==> config.mk <==
export PLATFORM = sky130hd
export DESIGN_NAME = sr_seq
export DESIGN_NICKNAME = d
export VERILOG_FILES = /design/src/rtl/sr_pkg.sv /design/src/rtl/sr_step.sv /design/src/rtl/sr_seq.sv
export SDC_FILE = /design/constraint.sdc
export NUM_CORES = 1
export LEC_CHECK = 0
export CAP_MARGIN = 20
export CORE_MARGIN = 2
export CORE_UTILIZATION = 39
export CTS_CLUSTER_DIAMETER = 80
export DETAILED_ROUTE_END_ITERATION = 16
export GPL_TIMING_DRIVEN = 1
export PLACE_DENSITY = 0.74
export SLEW_MARGIN = 10
export SYNTH_ARGS = -nofsm -noshare
export SYNTH_HDL_FRONTEND = slang
export SYNTH_SLANG_ARGS = --single-unit
==> constraint.sdc <==
create_clock -name clk -period 1.1 [get_ports clk]
set_input_delay 0.165 -clock clk [delete_from_list [all_inputs] [get_ports clk]]
set_output_delay 0.165 -clock clk [all_outputs]
set_load 0.1 [all_outputs]
==> src/rtl/sr_pkg.sv <==
// Shared types and sizes for the multicycle right-shift unit.
package sr_pkg;
  localparam int WORD_W  = 16;
  localparam int SHAMT_W = 4;

  typedef enum logic [1:0] {
    IDLE  = 2'd0,
    SHIFT = 2'd1,
    DONE  = 2'd2
  } state_t;
endpackage

==> src/rtl/sr_step.sv <==
// Combinational one-bit right step: shifts in the fill bit at the MSB and exposes the bit that falls off.
module sr_step #(
  parameter int WIDTH = 16
) (
  input  logic [WIDTH-1:0] i_d,
  input  logic             i_fill,
  output logic [WIDTH-1:0] o_d,
  output logic             o_bit
);
  assign o_d   = {i_fill, i_d[WIDTH-1:1]};
  assign o_bit = i_d[0];
endmodule

==> src/rtl/sr_seq.sv <==
// Multicycle right shifter, one bit per clock, start/done handshake.
// Define SR_ARITH_EN to enable sign fill through the arith input.
module sr_seq
  import sr_pkg::*;
#(
  parameter int WIDTH = WORD_W,
  parameter int SHW   = SHAMT_W
) (
  input  logic             clk,
  input  logic             rst_n,
  input  logic             start,
  input  logic [WIDTH-1:0] a,
  input  logic [SHW-1:0]   amt,
  input  logic             arith,
  output logic             ready,
  output logic             busy,
  output logic             done,
  output logic [WIDTH-1:0] y,
  output logic             cout,
  output logic             sticky
);
  state_t           r_state;
  logic [WIDTH-1:0] r_y;
  logic [SHW-1:0]   r_cnt;
  logic             r_cout, r_sticky;
  logic [WIDTH-1:0] w_y_nxt;
  logic             w_fill, w_out, w_accept;

  assign w_accept = (r_state == IDLE) && start;

`ifdef SR_ARITH_EN
  logic r_fill;
  assign w_fill = r_fill;
  always_ff @(posedge clk or negedge rst_n)
    if (!rst_n)        r_fill <= 1'b0;
    else if (w_accept) r_fill <= arith & a[WIDTH-1];
`else
  logic w_unused_arith;
  assign w_unused_arith = arith;
  assign w_fill         = 1'b0;
`endif

  sr_step #(.WIDTH(WIDTH)) u_step (
    .i_d   (r_y),
    .i_fill(w_fill),
    .o_d   (w_y_nxt),
    .o_bit (w_out)
  );

  always_ff @(posedge clk or negedge rst_n) begin
    if (!rst_n) begin
      r_state  <= IDLE;
      r_y      <= '0;
      r_cnt    <= '0;
      r_cout   <= 1'b0;
      r_sticky <= 1'b0;
    end else begin
      case (r_state)
        IDLE: if (start) begin
          r_y      <= a;
          r_cnt    <= amt;
          r_cout   <= 1'b0;
          r_sticky <= 1'b0;
          r_state  <= (amt != '0) ? SHIFT : DONE;
        end
        SHIFT: begin
          r_y      <= w_y_nxt;
          r_cout   <= w_out;
          r_sticky <= r_sticky | w_out;
          r_cnt    <= r_cnt - 1'b1;
          // last step lands count on zero, so it never wraps
          if (r_cnt == SHW'(1)) r_state <= DONE;
        end
        DONE:    r_state <= IDLE;
        default: r_state <= IDLE;
      endcase
    end
  end

  assign ready  = (r_state == IDLE);
  assign busy   = (r_state == SHIFT);
  assign done   = (r_state == DONE);
  assign y      = r_y;
  assign cout   = r_cout;
  assign sticky = r_sticky;
endmodule

==> flow_summary.yaml, run 1 <==
place:
  place_congestion: 0.875
  port_buffers: 43
  hpwl_mm: 2.69
clocking:
  cts_buffers: 3
  clock_sinks: 24
  cts-root-buf: "clkbuf_4"
  postCtsHoldBufs: 0
  cts_htree_levels: 1
  clk_path_buf_depth: 2
synth:
  yosysUniqueCellTypes: 27
  synth_area_leaders: "dfrtp_1, o22ai_1, a21oi_1"
  yosysWarnings: 0
  ys.flop_type: "dfrtp_1"
  syn_avg_cell_area_sq_um: 9.58
  syn-num-nets: 155
  netlist_area_sq_um: 1240
  ys_top_cells_by_count: "o22ai_1, dfrtp_1, a21oi_1, nor2_1"
  synth_edf_count: 0
  ys_async_sr_fraction_pct: 100
  synth.most_common_cell: "o22ai_1"
  synth_top_area_cell: "dfrtp_1"
  yosysTopAreaCellShare_pct: 48.6
  ys_seq_area_share_pct: 48.6
  synthCells: 129
  ys_seq_elements: 24
grt:
  grt_max_degree: 25
  antenna_found_initial: 0
timing:
  crit_endpoint: "ready"
  worst-ep-kind: "top-level output"
die:
  fp.dieH_microns: 60.3
  rows: 20
  ios: 45
  die_w_microns: 60.3
  start_util_pct: 40.8
outcome:
  stop_stage: "5_1_grt"
  firstError: "[ERROR DPL-0033] detailed placement checks failed during check placement."
  run_status: "did not finish"
per-stage QoR:
step	worst slack [ns]	utilization, %	std cells	hold slack [ns]	cell area [sq um]
4_1_cts	-0.287	87.0	253	0.187	2640
3_3_place_gp	-0.196	67.8	225	0.530	2050
3_5_place_dp	-0.255	67.8	225	0.532	2050
2_1_floorplan	-0.394	-	129	-0.131	1280
cells by family after synthesis:
kind of cell / after synthesis / synth area share (%)
AO/OA/AOI/OAI: 64 / 31.2
flip-flops: 24 / 48.6
multiplexers: 1 / 0.810
buffers and inverters: 16 / 7.99
AND/OR/NAND/NOR: 22 / 9.41
adder cells (fa/ha/maj): 2 / 2.02
repair_timing:
item / in CTS
gates resized for setup: 71
buffers inserted: 22
pin swaps: 12
setup endpoints to repair: 41
cloned: 2
==> run 2: changes to the inputs <==
Settings changed: CORE_UTILIZATION 39 to 25, CTS_CLUSTER_DIAMETER 80 to unset, PLACE_DENSITY 0.74 to unset, PLACE_DENSITY_LB_ADDON set to 0.15.
Clock period 1.1 ns to 1.4 ns, I/O delays scaled along.
==> run 2 against run 1 <==
- the run now ends clean
- synthesized area stayed put
- synthesized cell count unchanged
==> flow_summary.yaml, run 2 <==
synth:
  synth_top_area_cell: "dfrtp_1"
  synth_area_leaders: "dfrtp_1, o22ai_1, a21oi_1"
  synth.most_common_cell: "o22ai_1"
  synth_edf_count: 0
  syn-num-nets: 155
  ys_top_cells_by_count: "o22ai_1, dfrtp_1, a21oi_1, nor2_1"
  synth_top_family_by_area: "compound AO/OA/AOI/OAI gates"
  yosysUniqueCellTypes: 27
  syn_avg_cell_area_sq_um: 9.58
  yosysWarnings: 0
  post_synth_fa_ha_maj_area_fraction_pct: 2.02
  ys_seq_elements: 24
  synthCells: 129
  ys_async_sr_fraction_pct: 100
  yosysTopAreaCellShare_pct: 48.6
  yosys.area_share.simple_pct: 9.41
  ys_seq_area_share_pct: 48.6
  ys.flop_type: "dfrtp_1"
  yosys-mux-area-fraction_pct: 0.810
  synthXorXnorAreaFrac_pct: 0
  netlist_area_sq_um: 1240
  synth-compound-area-share_pct: 31.2
place:
  hpwl_mm: 2.58
  place_congestion: 0.859
  dp_slack_ns: 0.000494
  port_buffers: 43
detailed_routing:
  wl_met1_mm: 1.59
  vias_per_cell: 4.88
  wl_met3_microns: 173
  highest_layer: "met4"
  wire_per_inst_microns: 13.8
  routed_wl_mm: 3.47
  antenna_left: 0
  drc: 0
  vias: 1224
  met2_length_mm: 1.67
  drtIter0Drc: 43
  dr.pass1.iters: 4
grt:
  grt.overflow.total: 0
  grt_pass1_vias: 1245
  antenna_found_initial: 0
  grt_max_degree: 25
  track_usage_pct: 13.5
  grt_pass1_wl_mm: 5.86
critical_path:
  setup.worst_path.class: "register to output pin"
  critPathRequiredTime_ns: 1.19
  critPathLaunchType: "register"
  r2r_setup_slack_ns: 0.17
  path_max_fanout: 5
  crit_arrival_ns: 1.15
  crit_path_end_kind: "output pin"
die:
  die-area_sq_um: 5520
  fp.dieH_microns: 74.3
  ios: 45
  rows: 25
  core_sq_um: 4750
  start_util_pct: 26.0
  die_w_microns: 74.3
cells_and_area:
  final_common_cell: "o22ai_1"
  final_core_util_pct: 44.9
  syn2layout_area_growth_pct: 72.8
  fin_nets: 211
  largest_reg_flops: 16
  drive_gt1_share_pct: 28.3
  insertedDiodeCount: 0
  final_cell_mix: "o22ai_1, a21oi_1, dfrtp_1, clkdlybuf4s50_1, buf_12"
timing:
  relSlewSlack_pct: 78.1
  worst_slack_ns: 0.0409
  max_freq_ghz: 0.736
  tightest_slew_ns: 0.325
  setup_violations: 0
  drv_slew: 0
  hold_viol_final: 0
  setup_tns_ns: 0
  finClkSkew_ns: 0.00408
  fin_crit_ns: 1.36
  finalCritPeriodShare_pct: 97.1
  rsz0062_at_grt: "yes"
clocking:
  cts_htree_levels: 1
  clock_sinks: 24
  cts_buffers: 3
  postCtsHoldBufs: 0
  path_clk_slew_ns: 0.09
  clock_latency_ns: 0.27
  cts-root-buf: "clkbuf_8"
  cts_tree: "yes"
  clk_path_buf_depth: 2
run:
  cap_violations: 0
outcome:
  run_status: "finished, final reports clean"
min_path:
  holdCritPathClass: "input pin to async pin"
==> run 2: cell counts after synthesis <==
No cell type changed its count.
==> run 2: final timing paths <==
kind                              endpoint  cells after the start        from
worst max-delay path                  busy                      3  r_state[1]
min in group clk                  r_cnt[1]                      2    r_cnt[1]
max in group asynchronous       r_state[0]                      2       rst_n
worst min-delay path                 y[10]                      2       rst_n
worst max register to register        y[8]                      5  r_state[1]
worst min register to register    r_cnt[1]                      2    r_cnt[1]
==> run 2: area by class of cell <==
cell class                 count  area [sq um]
sequential                    24           603
inverter                       5          23.8
timing repair buffer          62           795
clock inverter                 1          30.0
fill                         458          2620
multi-input combinational     89           559
tap                           67          83.8
clock buffer                   3          41.3
==> run 2: worst max-delay path: stages, from the launching register on <==
cell,delay [ns]
dfrtp_2,0.46
nand2b_4,0.17
clkinvlp_4,0.09
buf_12,0.17
==> run 2: repair_timing <==
action	in CTS	in global routing
cloned	0	0
endpoints found under the setup margin	3	3
hold endpoints to repair	0	0
gates resized for setup	3	4
buffers inserted	1	4
pin swaps	0	1
==> run 2: metal layers <==
layer | global-route usage, % | up-vias
met5 | 0 | -
met2 | 22.6 | 30
li1 | - | 599
met1 | 17.9 | 591
met4 | 3.57 | 0
met3 | 2.85 | 4
==> run 2: per-stage QoR <==
step,std cells,instance area [sq um],hold WS [ns]
after floorplan,129,1260,-0.0856
after global placement,242,2000,0.520
after detailed placement,242,2000,0.531
final,251,2140,0.288
after CTS,247,2090,0.301
after global routing,251,2140,0.312
==> run 2: kinds of logic (layout without fill, tap and decap cells) <==
group,after synthesis,in the layout
fa+ha+maj,2,2
compound gates,64,64
buf+inv,16,71
simple gates,22,22
mux,1,1
flops,24,24
Power of run 2 is left out: the tool's default activity adds up to more than one toggle a clock period on the data nets, which glitch-free logic cannot reach.
